===== src/rtl/ram_access_unit.sv =====
// Single-port data RAM sequencer: turns load/store/copy/fill commands from the core
// into RAM cycles and returns one completion pulse per command.
module ram_access_unit #(
    parameter int DATA_W = 14,
    parameter int ADDR_W = 8
) (
    input  logic              clk,
    input  logic              reset,
    input  logic              req_valid,
    output logic              req_ready,
    input  logic [1:0]        req_op,
    input  logic [ADDR_W-1:0] req_addr,
    input  logic [ADDR_W-1:0] req_addr2,
    input  logic [ADDR_W-1:0] req_len,
    input  logic [DATA_W-1:0] req_wdata,
    output logic              rsp_valid,
    output logic [DATA_W-1:0] rsp_data,
    output logic [ADDR_W-1:0] mem_addr,
    output logic              mem_write,
    output logic [DATA_W-1:0] mem_wdata,
    input  logic [DATA_W-1:0] mem_rdata
);
    localparam int CNT_W = ADDR_W + 1;

    localparam logic [1:0] OP_LOAD  = 2'b00;
    localparam logic [1:0] OP_STORE = 2'b01;
    localparam logic [1:0] OP_COPY  = 2'b10;
    localparam logic [1:0] OP_FILL  = 2'b11;

    typedef enum logic [2:0] {
        IDLE, LOAD, STORE, CP_RD, CP_WR, FILL, DONE
    } state_t;

    state_t             state_reg, state_next;
    logic [ADDR_W-1:0]  src_reg, src_next;
    logic [ADDR_W-1:0]  dst_reg, dst_next;
    logic [CNT_W-1:0]   len_reg, len_next;
    logic [CNT_W-1:0]   cnt_reg, cnt_next;
    logic [CNT_W-1:0]   cnt_inc;
    logic [ADDR_W-1:0]  mem_addr_reg, mem_addr_next;
    logic [DATA_W-1:0]  mem_wdata_reg, mem_wdata_next;
    logic [DATA_W-1:0]  rsp_data_reg, rsp_data_next;

    always_ff @(posedge clk) begin
        if (reset) begin
            state_reg     <= IDLE;
            src_reg       <= '0;
            dst_reg       <= '0;
            len_reg       <= '0;
            cnt_reg       <= '0;
            mem_addr_reg  <= '0;
            mem_wdata_reg <= '0;
            rsp_data_reg  <= '0;
        end else begin
            state_reg     <= state_next;
            src_reg       <= src_next;
            dst_reg       <= dst_next;
            len_reg       <= len_next;
            cnt_reg       <= cnt_next;
            mem_addr_reg  <= mem_addr_next;
            mem_wdata_reg <= mem_wdata_next;
            rsp_data_reg  <= rsp_data_next;
        end
    end

    // mem_wdata_reg doubles as the copy buffer: CP_RD loads it, CP_WR drives it out.
    always_comb begin
        state_next     = state_reg;
        src_next       = src_reg;
        dst_next       = dst_reg;
        len_next       = len_reg;
        cnt_next       = cnt_reg;
        mem_addr_next  = mem_addr_reg;
        mem_wdata_next = mem_wdata_reg;
        rsp_data_next  = rsp_data_reg;
        cnt_inc        = cnt_reg + CNT_W'(1);

        case (state_reg)
            IDLE: begin
                if (req_valid) begin
                    src_next = req_addr;
                    dst_next = req_addr2;
                    len_next = {1'b0, req_len};
                    cnt_next = '0;
                    case (req_op)
                        OP_LOAD: begin
                            state_next    = LOAD;
                            mem_addr_next = req_addr;
                        end
                        OP_STORE: begin
                            state_next     = STORE;
                            mem_addr_next  = req_addr;
                            mem_wdata_next = req_wdata;
                            rsp_data_next  = req_wdata;
                        end
                        OP_COPY: begin
                            if (req_len == '0) begin
                                state_next    = DONE;
                                rsp_data_next = '0;
                            end else begin
                                state_next    = CP_RD;
                                mem_addr_next = req_addr;
                            end
                        end
                        default: begin
                            if (req_len == '0) begin
                                state_next    = DONE;
                                rsp_data_next = '0;
                            end else begin
                                state_next     = FILL;
                                mem_addr_next  = req_addr;
                                mem_wdata_next = req_wdata;
                            end
                        end
                    endcase
                end
            end
            LOAD: begin
                rsp_data_next = mem_rdata;
                state_next    = DONE;
            end
            STORE: state_next = DONE;
            FILL: begin
                if (cnt_inc == len_reg) begin
                    state_next    = DONE;
                    rsp_data_next = DATA_W'(len_reg);
                end else begin
                    cnt_next      = cnt_inc;
                    mem_addr_next = mem_addr_reg + ADDR_W'(1);
                end
            end
            CP_RD: begin
                mem_wdata_next = mem_rdata;
                mem_addr_next  = dst_reg + cnt_reg[ADDR_W-1:0];
                state_next     = CP_WR;
            end
            CP_WR: begin
                if (cnt_inc == len_reg) begin
                    state_next    = DONE;
                    rsp_data_next = DATA_W'(len_reg);
                end else begin
                    cnt_next      = cnt_inc;
                    mem_addr_next = src_reg + cnt_inc[ADDR_W-1:0];
                    state_next    = CP_RD;
                end
            end
            DONE:    state_next = IDLE;
            default: state_next = IDLE;
        endcase
    end

    assign req_ready = (state_reg == IDLE);
    assign rsp_valid = (state_reg == DONE);
    assign rsp_data  = rsp_data_reg;
    assign mem_addr  = mem_addr_reg;
    assign mem_wdata = mem_wdata_reg;
    assign mem_write = (state_reg == STORE) || (state_reg == FILL) || (state_reg == CP_WR);
endmodule


===== config.mk =====
export PLATFORM = sky130hd
export DESIGN_NAME = ram_access_unit
export DESIGN_NICKNAME = d
export VERILOG_FILES = /design/src/rtl/ram_access_unit.sv
export SDC_FILE = /design/constraint.sdc
export NUM_CORES = 1
export LEC_CHECK = 0
export CAP_MARGIN = 25
export CORE_MARGIN = 10
export CORE_UTILIZATION = 41
export CTS_CLUSTER_DIAMETER = 100
export DETAILED_ROUTE_END_ITERATION = 7
export HOLD_SLACK_MARGIN = 0.05
export PLACE_DENSITY = 0.78
export SYNTH_ARGS = -nofsm -noshare
export SYNTH_HDL_FRONTEND = slang
export SYNTH_SLANG_ARGS = --single-unit
export TNS_END_PERCENT = 5

===== constraint.sdc =====
create_clock -name clk -period 5.4 [get_ports clk]
set_clock_uncertainty 0.2 [all_clocks]
set_input_delay 1.08 -clock clk [delete_from_list [all_inputs] [get_ports clk]]
set_output_delay 1.08 -clock clk [all_outputs]
set_load 0.01 [all_outputs]

# Yosys cells after proc, flatten, opt, wreduce, memory -nomap -nowiden

Cells that the tools add are included.
W data, S select, Z words.

Register bits: 72
Bits in latches: 0
Memory bits (writable): 0
Memory bits (read-only): 0
Output and inout port bits: 39
Memories: 0

Add/sub/neg operators: 4
$mul: 0
Divide/modulo/power cells: 0
$lt $le $gt $ge: 0
Eq/ne operators: 20
Shift-type cells: 0
Multiplexer cells: 25
Bitwise logic cells: 0
Reduce and logical (&&, ||, !) cells: 19

Operator list:

| operator              | count |
|---|---|
| $pmux W14 S2          | 3 |
| $mux W14              | 5 |
| $pmux W14 S3          | 1 |
| $mux W8               | 5 |
| $pmux W8 S4           | 1 |
| $mux W9               | 2 |
| $pmux W9 S2           | 1 |
| $add A8 B8 Y8         | 2 |
| $pmux W3 S5           | 1 |
| $ne A2 B2 Y1 const B  | 7 |
| $mux W3               | 4 |
| $reduce_and A5 Y1     | 2 |
| $add A9 B1 Y9 const B | 1 |
| $eq A3 B3 Y1 const B  | 3 |
| $eq A9 B8 Y1          | 1 |
| $pmux W3 S3           | 1 |
| $add A8 B1 Y8 const B | 1 |
| $logic_not A8 Y1      | 1 |
| $reduce_or A2 Y1      | 4 |
| $eq A3 B2 Y1 const B  | 2 |
| $reduce_and A2 Y1     | 2 |
| $reduce_and A4 Y1     | 1 |
| $reduce_bool A2 Y1    | 2 |
| $reduce_bool A4 Y1    | 1 |
| 13 further kinds      | 14 |

# Longest topological paths before layout

Depth in word-level cells: 5
Depth in mapped cells: 12
Mapped depth without buffers: 11

# Least setup slack after synthesis

No wires, ideal clock.

Path kind: in2reg
Start point: in req_len[4]
End point: reg mem_addr_reg[4], in the netlist mem_addr[4]
Arrival: 2.702 ns
Required time: 5.084 ns
Slack: 2.382 ns
Cell stages on the path: 6
Buffers on the path: 1
Cell sequence: or4_1 nor3_1 a221oi_1 or3_1 clkbuf_1 o211a_1

Cells in the longest elaborated chain, start to end: 3

Ends and longest elaborated chain:

| element                     | line    | text |
|---|---|---|
| from (decl)                 | 14      | `input logic [ADDR_W-1:0] req_len,` |
| $logic_not A8 Y1            | 97, 106 |  |
| $ne A3 B3 Y1 (no line)      | --      |  |
| $reduce_and A5 Y1 (no line) | --      |  |
| to (signal assigned)        | 60      | `mem_addr_reg <= mem_addr_next;` |
| to (decl)                   | 40      | `logic [ADDR_W-1:0] mem_addr_reg, mem_addr_next;` |

Every way passes these cells.
A chain may end at the register's enable or synchronous reset.

# Worst setup path after layout

Start point: reg state_reg[2]
End point: out mem_write

Cells in the longest elaborated chain, start to end: 3
Elaborated cells between the ends (all ways): 5
Those cells by class: 3 x eq/ne; 2 x reduce/logical

Ends and longest elaborated chain:

| element                                             | line | text |
|---|---|---|
| from (decl)                                         | 34   | `state_t state_reg, state_next;` |
| from (signal assigned)                              | 55   | `state_reg <= state_next;` |
| $eq A3 B2 Y1 / $eq A3 B3 Y1 (equally long branches) | 157  | `assign mem_write = (state_reg == STORE) \|\| (state_reg == FILL) \|\| (state_reg == CP_WR);` |
| $logic_or A1 B1 Y1                                  | 157  |  |
| $logic_or A1 B1 Y1 *                                | 157  |  |
| to (decl)                                           | 19   | `output logic mem_write,` |

Mark *: on every way between the ends. The rest lies on a longest branch, timed or not.

==> results.yml <==
timing:
  finalSetupTns_ns: 0
  setup_viol: 0
  fin_crit_sh: 0.713
  hold_viol: 0
  fmax_ghz: 0.260
  maxSlewHeadroom: 0.361
  period_minus_slack_ns: 3.85
  rsz0062_at_grt: "no"
  worst_slew_pin_slew_ns: 0.956
  slew_violations: 0
floorplanning:
  initial_core_util: 0.418
  io_pins: 96
  fp-row-count: 38
  die_y_um: 125
  core_area_um2: 10800
  die_area_um2: 15700
  die_w_um: 125
synth:
  ys_seq_elements: 72
  synth-edff-count: 0
  ys.flop_type: "dfxtp_1"
  synth_cell_types: 64
  avgSynthCellArea_um2: 7.95
  syn-cell-area_um2: 4530
  synthArstFlopShare: 0
  yosysWarnings: 0
  synth_fp_nets: 650
  ys_seq_area_frac: 0.318
  synthesis.instances: 570
layout:
  fillers: 1027
  antennaDiodeCount: 0
  syn_to_final_growth_pct: 26.6
  final_nets: 724
  finalNonFillerCells: 789
  final_common_cell: "nand2_1"
  layout-drive-gt1-share: 0.0786
  layout_common_cells: "nand2_1 (102), clkdlybuf4s50_1 (94), dfxtp_1 (72)"
placed_design:
  portBuffers: 95
  gp_congestion: 0.887
  dp_hpwl_mm: 11.0
  post-place-cells: 771
clocking:
  cts.sinks: 72
  root_buffer: "clkbuf_8"
  clk_pin_slew_ns: 0.07
  h-tree-depth: 3
  cts_setup_buffers: 0
  tritoncts: "done"
  clock_latency_ns: 0.35
  cts.repair.resized: 0
  cts_buffers: 9
  cts_hold_buf: 0
  clockBufferDepth: 2
global_routing:
  gr-usage-all-layers: 0.180
  overflow: 0
  grt_first_pass_wirelength_mm: 23.4
  grt_pass1_vias: 4559
  grt_max_degree: 68
  antenna_found_initial: 0
pwr:
  p_leak_uw: 0.00214
  clockPowerShare: 0.164
  peakVddDrop_mv: 0.262
  sw_frac_of_total: 0.431
  comb_power_share: 0.508
  power_density_nw_per_um2: 460
  intPower_uw: 1500
  seqPwrFrac: 0.328
  p_sw_uw: 1140
routing:
  drt-initial-drc-count: 405
  num_vias: 4565
  routed_wl_mm: 14.7
  route.detailed.drc: 0
  antenna_left: 0
  vias_per_cell: 5.79
  first_pass_iters: 7
  drt-wirelength-per-cell_um: 18.6
worst_setup_path:
  endpoint: "mem_write"
  end_kind: "output port"
  startpoint: "state_reg[2]$_SDFFE_PP0P_"
  r2r_start: "state_reg[2]$_SDFFE_PP0P_"
  cp.arrival_ns: 2.57
  crit_type: "register to output port"
  worstPathMaxFanout: 21
  rrSetupSlack_ns: 2.36
  crit_required_ns: 4.12
  rr_worst_depth: 7
  worst_r2r_endpoint: "cnt_reg[0]$_SDFFE_PP0P_"
  crit_path_start_kind: "register"
status:
  outcome: "completed"
job:
  cap_viol_max_count: 0
worst_hold_path:
  hold_class: "register to register"
==> metrics by stage <==
stage	total power (uW)	worst slack [ns]	hold slack [ns]	cell area, um^2	utilization
global route	2820	1.40	0.296	5740	0.529
floorplan	1680	2.38	0.241	4530	-
detailed placement	2170	1.17	0.258	5500	0.507
global placement	2130	1.28	0.252	5500	0.507
CTS	2610	1.54	0.270	5700	0.525
finish	2640	1.55	0.265	5740	0.529
==> power groups by stage <==
stage	sequential, uW	combinational (uW)	clock, uW
after floorplan	837	840	0
after global placement	870	1260	0
after detailed placement	874	1300	0
after CTS	865	1310	442
after global routing	892	1470	460
final	867	1340	433
==> cells in the mapped netlist, drive strengths merged, types with 4 or more instances <==
| cell type | instances | share of area |
|---|---|---|
| a211oi | 22 | 0.052 |
| a21o | 5 | 0.0083 |
| a21oi | 52 | 0.057 |
| a222oi | 8 | 0.018 |
| a22oi | 6 | 0.0099 |
| a311oi | 14 | 0.027 |
| a31o | 4 | 0.0077 |
| a31oi | 6 | 0.012 |
| and3 | 7 | 0.011 |
| buf | 14 | 0.023 |
| clkbuf | 26 | 0.022 |
| dfxtp | 72 | 0.32 |
| ha | 21 | 0.058 |
| inv | 18 | 0.015 |
| nand2 | 102 | 0.084 |
| nand3 | 10 | 0.011 |
| nor2 | 50 | 0.041 |
| nor2b | 8 | 0.011 |
| nor3 | 16 | 0.019 |
| o211ai | 5 | 0.0083 |
| o21ai | 21 | 0.023 |
| xnor2 | 18 | 0.035 |
| xor2 | 8 | 0.015 |
==> worst min-delay path by stage <==
stage,start,end,slack [ns],cells after the start
2_1_floorplan,dst_reg[0]$_SDFFE_PP0P_,dst_reg[0]$_SDFFE_PP0P_,0.24,2
3_3_place_gp,src_reg[3]$_SDFFE_PP0P_,src_reg[3]$_SDFFE_PP0P_,0.25,2
3_5_place_dp,dst_reg[4]$_SDFFE_PP0P_,dst_reg[4]$_SDFFE_PP0P_,0.26,2
4_1_cts,dst_reg[4]$_SDFFE_PP0P_,dst_reg[4]$_SDFFE_PP0P_,0.27,2
5_1_grt,dst_reg[4]$_SDFFE_PP0P_,dst_reg[4]$_SDFFE_PP0P_,0.30,2
6_report,dst_reg[4]$_SDFFE_PP0P_,dst_reg[4]$_SDFFE_PP0P_,0.27,2
==> per-layer routing <==
metal | share of wire | routed length (um) | track usage
met1 | 0.40 | 5880 | 0.215
met2 | 0.50 | 7300 | 0.304
met3 | 0.075 | 1100 | 0.0334
met4 | 0.026 | 376 | 0.0813
met5 | 0 | 0 | 0
==> layout make-up <==
| cell class | instances | area, um^2 | share of cell area |
|---|---|---|---|
| Multi-Input combinational cell | 439 | 2820 | 0.491 |
| Sequential cell | 72 | 1440 | 0.251 |
| Timing Repair Buffer | 103 | 1030 | 0.180 |
| Tap cell | 140 | 175 | 0.0305 |
| Clock buffer | 10 | 128 | 0.0222 |
| Inverter | 19 | 71.3 | 0.0124 |
| Clock inverter | 6 | 68.8 | 0.0120 |
==> critical path: stages (launching register included) <==
cell             delay, ns
dfxtp_1               0.82
nand2_1               0.57
nand2_1               0.27
clkdlybuf4s50_1       0.57
==> logic make-up after synthesis <==
group	after synthesis	synth area share
mux	3	0.00690
buf+inv	59	0.0599
flops	72	0.318
compound gates	167	0.272
simple gates	218	0.216
xor+xnor	28	0.0602
fa+ha+maj	23	0.0668
No activity file was read; power rests on OpenSTA's default activity.
